===== src/rtl/fetch_pkg.sv =====
// Shared types and constants for the instruction-fetch front end.
package fetch_pkg;

  typedef struct packed {
    logic [31:0] pc;
    logic [31:0] inst;
  } fetch_entry_t;

  typedef enum logic {IDLE, FETCH} fetch_state_e;

  localparam logic [31:0] RESET_PC_DEF = 32'h0000_0000;
  localparam logic [31:0] ZeroWord     = 32'h0000_0000;
  localparam logic        ChipEnable   = 1'b1;
  localparam logic        ChipDisable  = 1'b0;

endpackage


===== src/rtl/fetch_queue.sv =====
// Small ring-buffer FIFO of {pc, inst} pairs with clear and keep-head
// (retain only the oldest surviving entry after this cycle's pop).
module fetch_queue
  import fetch_pkg::*;
#(
  parameter int DEPTH = 2
) (
  input  logic                     clk,
  input  logic                     rst,
  input  logic                     push,
  input  fetch_entry_t             push_data,
  input  logic                     pop,
  input  logic                     clear,
  input  logic                     keep_head,
  output fetch_entry_t             head,
  output logic [$clog2(DEPTH):0]   count
);

  localparam int AW = $clog2(DEPTH);

  fetch_entry_t   mem [DEPTH];
  logic [AW-1:0]  rd_q, rd_d, wr_idx;
  logic [AW:0]    cnt_q, cnt_d, remain;
  logic           wen;

  always_comb begin
    remain = cnt_q - (AW+1)'(pop);
    rd_d   = rd_q + AW'(pop);
    wr_idx = rd_q + cnt_q[AW-1:0];
    cnt_d  = remain;
    wen    = 1'b0;
    if (clear) begin
      cnt_d = '0;
    end else if (keep_head) begin
      // Delay slot: keep the oldest survivor, or capture the incoming word
      if (remain != '0) begin
        cnt_d = (AW+1)'(1);
      end else if (push) begin
        wen    = 1'b1;
        wr_idx = rd_d;
        cnt_d  = (AW+1)'(1);
      end
    end else if (push) begin
      wen   = 1'b1;
      cnt_d = remain + (AW+1)'(1);
    end
  end

  always_ff @(posedge clk or negedge rst) begin
    if (!rst) begin
      rd_q  <= '0;
      cnt_q <= '0;
    end else begin
      rd_q  <= rd_d;
      cnt_q <= cnt_d;
    end
  end

  always_ff @(posedge clk) begin
    if (wen) mem[wr_idx] <= push_data;
  end

  assign head  = mem[rd_q];
  assign count = cnt_q;

endmodule


===== src/rtl/if_fetch.sv =====
// Fetch front end: PC generation, ROM drive, fetch queue, redirect/flush.
// Build option DELAY_SLOT_EN keeps one delay-slot entry across a branch.
module if_fetch
  import fetch_pkg::*;
#(
  parameter logic [31:0] RESET_PC = RESET_PC_DEF,
  parameter int          FQ_DEPTH = 2
) (
  input  logic        clk,
  input  logic        rst,
  input  logic        stall_i,
  input  logic        branch_flag_i,
  input  logic [31:0] branch_target_i,
  input  logic        flush_i,
  input  logic [31:0] new_pc_i,
  output logic        rom_ce_o,
  output logic [31:0] rom_addr_o,
  input  logic [31:0] rom_inst_i,
  output logic        id_valid_o,
  output logic [31:0] id_pc_o,
  output logic [31:0] id_inst_o,
  input  logic        id_ready_i
);

  localparam int CW = $clog2(FQ_DEPTH) + 1;

  fetch_state_e  state_q, state_d;
  logic [31:0]   pc_q, pc_d;
  logic          ce_q, ce_d;
  logic          push, pop, clear, keep_head, full;
  logic [CW-1:0] count;
  fetch_entry_t  head, push_data;

  assign pop       = id_valid_o & id_ready_i;
  assign full      = (count == CW'(FQ_DEPTH));
  assign push_data = '{pc: pc_q, inst: rom_inst_i};

  always_comb begin
    state_d   = state_q;
    pc_d      = pc_q;
    ce_d      = ce_q;
    push      = 1'b0;
    clear     = 1'b0;
    keep_head = 1'b0;
    case (state_q)
      IDLE: begin
        state_d = FETCH;
        pc_d    = RESET_PC;
        ce_d    = ChipEnable;
      end
      FETCH: begin
        if (flush_i) begin
          clear = 1'b1;
          pc_d  = {new_pc_i[31:2], 2'b00};
        end else if (branch_flag_i) begin
          pc_d = {branch_target_i[31:2], 2'b00};
`ifdef DELAY_SLOT_EN
          keep_head = 1'b1;
          push      = ce_q;
`else
          clear = 1'b1;
`endif
        end else if (ce_q && !stall_i && (!full || pop)) begin
          push = 1'b1;
          pc_d = pc_q + 32'd4;
        end
      end
      default: state_d = IDLE;
    endcase
  end

  always_ff @(posedge clk or negedge rst) begin
    if (!rst) begin
      state_q <= IDLE;
      pc_q    <= ZeroWord;
      ce_q    <= ChipDisable;
    end else begin
      state_q <= state_d;
      pc_q    <= pc_d;
      ce_q    <= ce_d;
    end
  end

  fetch_queue #(.DEPTH(FQ_DEPTH)) u_fq (
    .clk       (clk),
    .rst       (rst),
    .push      (push),
    .push_data (push_data),
    .pop       (pop),
    .clear     (clear),
    .keep_head (keep_head),
    .head      (head),
    .count     (count)
  );

  assign rom_ce_o   = ce_q;
  assign rom_addr_o = pc_q;
  assign id_valid_o = (count != '0);
  assign id_pc_o    = id_valid_o ? head.pc   : ZeroWord;
  assign id_inst_o  = id_valid_o ? head.inst : ZeroWord;

endmodule


===== config.mk =====
export PLATFORM = sky130hd
export DESIGN_NAME = if_fetch
export DESIGN_NICKNAME = d
export VERILOG_FILES = /design/src/rtl/fetch_pkg.sv /design/src/rtl/fetch_queue.sv /design/src/rtl/if_fetch.sv
export SDC_FILE = /design/constraint.sdc
export NUM_CORES = 1
export LEC_CHECK = 0
export ABC_AREA = 1
export CAP_MARGIN = 30
export CORE_MARGIN = 10
export CORE_UTILIZATION = 45
export DETAILED_ROUTE_END_ITERATION = 7
export GPL_ROUTABILITY_DRIVEN = 0
export PLACE_DENSITY = 0.72
export SKIP_LAST_GASP = 1
export SLEW_MARGIN = 30
export SYNTH_ARGS = -nofsm -noshare
export SYNTH_HDL_FRONTEND = slang
export SYNTH_HIERARCHICAL = 1
export SYNTH_SLANG_ARGS = --single-unit

===== constraint.sdc =====
create_clock -name clk -period 6.2 [get_ports clk]
set_input_delay 1.24 -clock clk [delete_from_list [all_inputs] [get_ports clk]]
set_output_delay 1.24 -clock clk [all_outputs]
set_load 0.05 [all_outputs]

; ---- Word-level counts from Yosys, hierarchy flattened
; Memory sizes are Yosys's and may differ from the RTL's.
; Cells that the tools add are included.
[word_totals]
memories = 1
output_inout_bits = 98
ramBits = 128
wordCells = 40
in_bits = 102
regBits = 37
[op_classes]
n_mux = 19
bitwise = 2
reduce_logical = 6
addsub = 5
eq_ne = 2
[mem_list]
columns = memory, words, word_bits, rd, rd_ports_with_merged_regs, wr, line_no
row1 = u_fq.mem, 2, 64, 1, 0, 1, fetch_queue.sv:21  ; fetch_entry_t mem [DEPTH];
[op_table]
columns = cell, n
row1 = 32-bit 2-to-1 mux, 5
row2 = 32-bit case mux with 2 select lines, 1
row3 = "32-bit by 3-bit adder with 32-bit output, second input constant", 1
row4 = 1-bit 2-to-1 mux, 11
row5 = 2-bit 2-to-1 mux, 2
row6 = "4-bit by 3-bit inequality test with 1-bit output, second input constant", 1
row7 = 1-bit adder, 2
row8 = "2-bit by 1-bit adder with 2-bit output, second input constant", 1
row9 = "2-bit == test, second input constant", 1
row10 = 1-bit logical AND, 2
row11 = 1-bit logical NOT, 2
row12 = 2-bit nonzero test, 1
row13 = 2-bit by 1-bit subtractor with 2-bit output, 1
row14 = 1-bit AND, 1
row15 = 1-bit logical OR, 1
row16 = 1-bit inverter, 1

; ---- Longest topological paths before layout
[logic_depth]
ltp_word = 12
ltp_mapped = 11
depth_no_buf = 11

; ---- By module
; Netlist, hierarchy kept.
[by_module_without_submodules]
columns = module, area_each_um2, seq_area_each_um2, cells_each, instances
row1 = fetch_queue, 5008.6, 3918.8, 232, 1
row2 = if_fetch, 3308.2, 800.8, 602, 1

; ---- Worst setup path after synthesis
; OpenSTA, ideal clock, no wires.
[synth_path]
path_kind = in2reg
start = input branch_flag_i
end = memory u_fq/mem[0][0] (netlist bit), enable pin
arrival_time_ns = 6.599
required_ns = 5.622
path_slack_ns = -0.977
setup_time_ns = 0.578
path_buffers = 1
stages = 6
cell_sequence = buf_4 -> nor2_2 -> inv_1 -> nor3_1 -> inv_1 -> nor3b_1
[synth_between]
elab_chain_cells = 7
elab_cells_between_ends = 10
cone_classes = 10 x mux
[synth_rtl]
columns = item, line_no
row1 = "start, declared", if_fetch.sv:12  ; input logic branch_flag_i,
row2 = 1-bit 2-to-1 mux, if_fetch.sv:55  ; end else if (branch_flag_i) begin
row3 = 1-bit 2-to-1 mux, if_fetch.sv:52  ; if (flush_i) begin
row4 = 1-bit 2-to-1 mux, if_fetch.sv:45  ; case (state_q)
row5 = named net push, if_fetch.sv:30  ; logic push, pop, clear, keep_head, full;
row6 = 1-bit 2-to-1 mux, fetch_queue.sv:43  ; end else if (push) begin
row7 = 1-bit 2-to-1 mux, fetch_queue.sv:32  ; if (clear) begin
row8 = 1-bit 2-to-1 mux, fetch_queue.sv:60  ; if (wen) mem[wr_idx] <= push_data;
row9 = 1-bit 2-to-1 mux (not written as such), fetch_queue.sv:60
row10 = "end, declared", fetch_queue.sv:21
; The timed path passes the listed nets, and every way through them passes these cells.

; ---- Final worst setup path
[layout_path]
start = register u_fq.cnt_q[1] (netlist: u_fq/count[1])
end = output id_pc_o[29]
[layout_between]
elab_chain_cells = 2
[layout_rtl]
columns = item, line_no
row1 = "start, declared", fetch_queue.sv:23  ; logic [AW:0] cnt_q, cnt_d, remain;
row2 = "start signal, assigned", fetch_queue.sv:55  ; cnt_q <= cnt_d;
row3 = 2-bit nonzero test, if_fetch.sv:98  ; assign id_valid_o = (count != '0);
row4 = 32-bit 2-to-1 mux, if_fetch.sv:99  ; assign id_pc_o = id_valid_o ? head.pc : ZeroWord;
row5 = "end, declared", if_fetch.sv:20  ; output logic [31:0] id_pc_o,
; No other way between the ends.

==> flow_summary.yaml <==
clock_tree:
  cts.sinks: 163
  insertion_delay_ps: 430
  cts-resized-gates: 0
  htreeDepth: 4
  cts_buffer_depth: 2
  ctsHoldBuffers: 0
  cts_setup_buffers: 0
  tritoncts: "yes"
  cts_buffers: 17
  root_buffer: "clkbuf_16"
  clk_pin_slew_ps: 60
synthesis:
  muxShareOfSynthArea: 0.105
  avgSynthCellArea_um2: 9.97
  syn_inst: 834
  synth_seq_cells: 163
  synth.distinct_cells: 36
  seq_area_frac_synth: 0.567
  synth-xor-area-share: 0.00527
  synth-simple-area-share: 0.200
  yosys_warnings: 6
  synth_compound_area_frac: 0.0402
  synth-adder-area-share: 0.00451
  syn_area_um2: 8320
  synth_top_family_by_area: "simple AND/OR/NAND/NOR gates"
placement:
  numPortBuffers: 193
  post-place-ws_ps: 2130
  dpl.cell_count: 1240
  dpl.hpwl_um: 14600
  placed_area_um2: 10500
worst_setup_path:
  worst-setup-path-type: "reg -> out"
  r2r_start: "u_fq/count[0]"
  r2r_end: "u_fq/mem[0][55]"
  crit_slowest_cell: "clkdlybuf4s50_1"
  startpoint_type: "flop"
  path_cells: "nor2_4 > buf_4 > nor2_1 > clkdlybuf4s50_1"
  max_stage_delay_ps: 760
  path_buf_inv: 2
  critPathMaxFanout: 35
  critPathArrivalTime_ps: 2830
  critical_path_required_ps: 4960
  critPathCaptureType: "output port"
  crit_end: "id_pc_o[29]"
  ff2ff_path_depth: 6
  cp.depth: 4
  cp-startpoint: "u_fq/count[1]"
  r2r_setup_slack_ps: 3640
  critPathTopFamily: "buffers and inverters"
route:
  antenna_left: 0
  first_pass_iters: 6
  drtIter0Drc: 402
  wirelength_um: 20700
  wire_per_inst_um: 16.3
  drc: 0
  vias_per_cell: 4.86
  via_count: 6183
sta:
  finalMaxSlewViolations: 0
  fin_setup_tns_ps: 0
  relSlewSlack: 0.431
  rsz0062_at_grt: "false"
  skew_ps: 9.92
  hold_violations: 0
  hold_ws_ps: 520
  final.min_clock_period_ps: 4070
  fmax_ghz: 0.246
  layout_setup_ws_ps: 2130
  setup_viol: 0
  worst_pin_slew_ps: 853
  period_share: 0.656
cells_and_area:
  antenna_cells: 0
  syn_to_final_growth_pct: 32.8
  fin_nets: 1135
  finalNonFillerCells: 1272
  final_area_um2: 11000
  drive_above_1_share: 0.127
  finish.utilization: 0.610
floorplan:
  ios: 200
  start_util: 0.460
  die_h_um: 156
  die-width_um: 156
  die-area_um2: 24300
  rows: 49
  core-area_um2: 18100
flow_run:
  max_cap_violations: 0
global_routing:
  grt_overflow: 0
  grt.total_usage: 0.170
  grt_max_degree: 54
  grt_pass1_vias: 5979
  grt_pass1_wl_um: 32300
  antenna_found_initial: 0
pwr:
  ir_drop_uv: 211
  p_total_mw: 3.95
  p_sw_mw: 1.50
  powerDensity_nw_per_um2: 357
  netSwitchingFraction: 0.379
  p_int_mw: 2.45
  power.share.clock: 0.255
  seqPwrFrac: 0.333
  power.share.combinational: 0.412
  cellLeakagePower_nw: 4.57
hold_path:
  hp-start: "rom_ce_o"
  hold_class: "reg -> reg"
  worstHoldPathCells: 1
run_status:
  status: "finished clean"
## worst min path at each step
stage               endpoint
floorplan           rom_ce_o
global placement    rom_ce_o
detailed placement  rom_ce_o
CTS                 rom_ce_o
global route        rom_ce_o
finish              rom_ce_o
## state kept, by name, summed over array words and instances, names as in the netlist
name / cells
state_q: 1
u_fq/count: 2
u_fq/mem: 128
rom_ce_o: 1
u_fq/rd_q: 1
rom_addr_o: 30
## final cells by class
cell class                 instances  area [um^2]
inverter                         108          408
timing repair buffer             200         2030
clock buffer                      18          429
clock inverter                    14          140
multi-input combinational        540         3020
sequential                       163         4720
fill                            1527         7050
tap                              229          287
## cell families (layout without fill, tap and decap cells)
kind of cell,after synthesis,in the layout
flip-flops,163,163
AND/OR/NAND/NOR,394,394
adder cells (fa/ha/maj),3,3
other,2,11
AO/OA/AOI/OAI,63,63
multiplexers,64,64
buffers and inverters,140,340
XOR/XNOR,5,5
## power groups by stage
stage                     registers, mW  logic, mW  clock network [mW]
final                              1.31       1.63                1.01
after CTS                          1.31       1.65                1.03
after floorplan                    1.35       1.12                   0
after detailed placement           1.34       1.64                   0
after global routing               1.32       1.72                1.07
after global placement             1.42       1.53                   0
## cells in the mapped netlist
master	number	share of area
a21oi_1	34	0.020
and2_1	1	0.00075
buf_1	2	0.00090
buf_2	3	0.0018
buf_4	6	0.0054
buf_6	5	0.0068
clkbuf_1	11	0.0050
clkbuf_8	4	0.0066
conb_1	2	0.00090
dfrtp_1	35	0.11
dlygate4sd1_1	1	0.0011
edfxtp_1	128	0.46
ha_1	3	0.0045
inv_1	106	0.048
inv_2	1	0.00045
inv_4	1	0.00075
mux2_2	24	0.032
mux2_4	40	0.072
nand2_1	182	0.082
nand2_2	7	0.0053
nand2_4	2	0.0027
nand3_1	37	0.022
nand3b_1	1	0.00090
nor2_1	144	0.065
nor2_2	5	0.0038
nor2_4	8	0.011
nor2_8	1	0.0024
nor3_1	2	0.0012
nor3b_1	1	0.00090
o211ai_1	7	0.0063
o21ai_0	15	0.0090
o21ai_1	6	0.0036
o22ai_1	1	0.00075
or2_2	3	0.0023
xnor2_1	2	0.0021
xor2_1	3	0.0032
## metal layers
metal / up-vias / GRT usage / share of wire
met5: - / 0 / 0
met4: 0 / 0.0531 / 0.012
met3: 18 / 0.0585 / 0.091
met2: 228 / 0.265 / 0.46
met1: 2844 / 0.219 / 0.43
li1: 3093 / - / -
## placed cells by master, fill, tap and decap left out, drive strengths merged
cell	netlist	routed
clkdlybuf4s50	0	192
nand2	191	191
nor2	158	158
edfxtp	128	128
inv	108	108
mux2	64	64
nand3	37	37
dfrtp	35	35
a21oi	34	34
o21ai	21	21
clkbuf	15	18
conb	2	11
clkinv	0	11
buf	16	8
o211ai	7	7
xor2	3	3
or2	3	3
ha	3	3
xnor2	2	2
bufinv	0	2
nor3	2	2
nand3b	1	1
o22ai	1	1
and2	1	1
clkinvlp	0	1
nor3b	1	1
(Power assumes the default switching activity.)
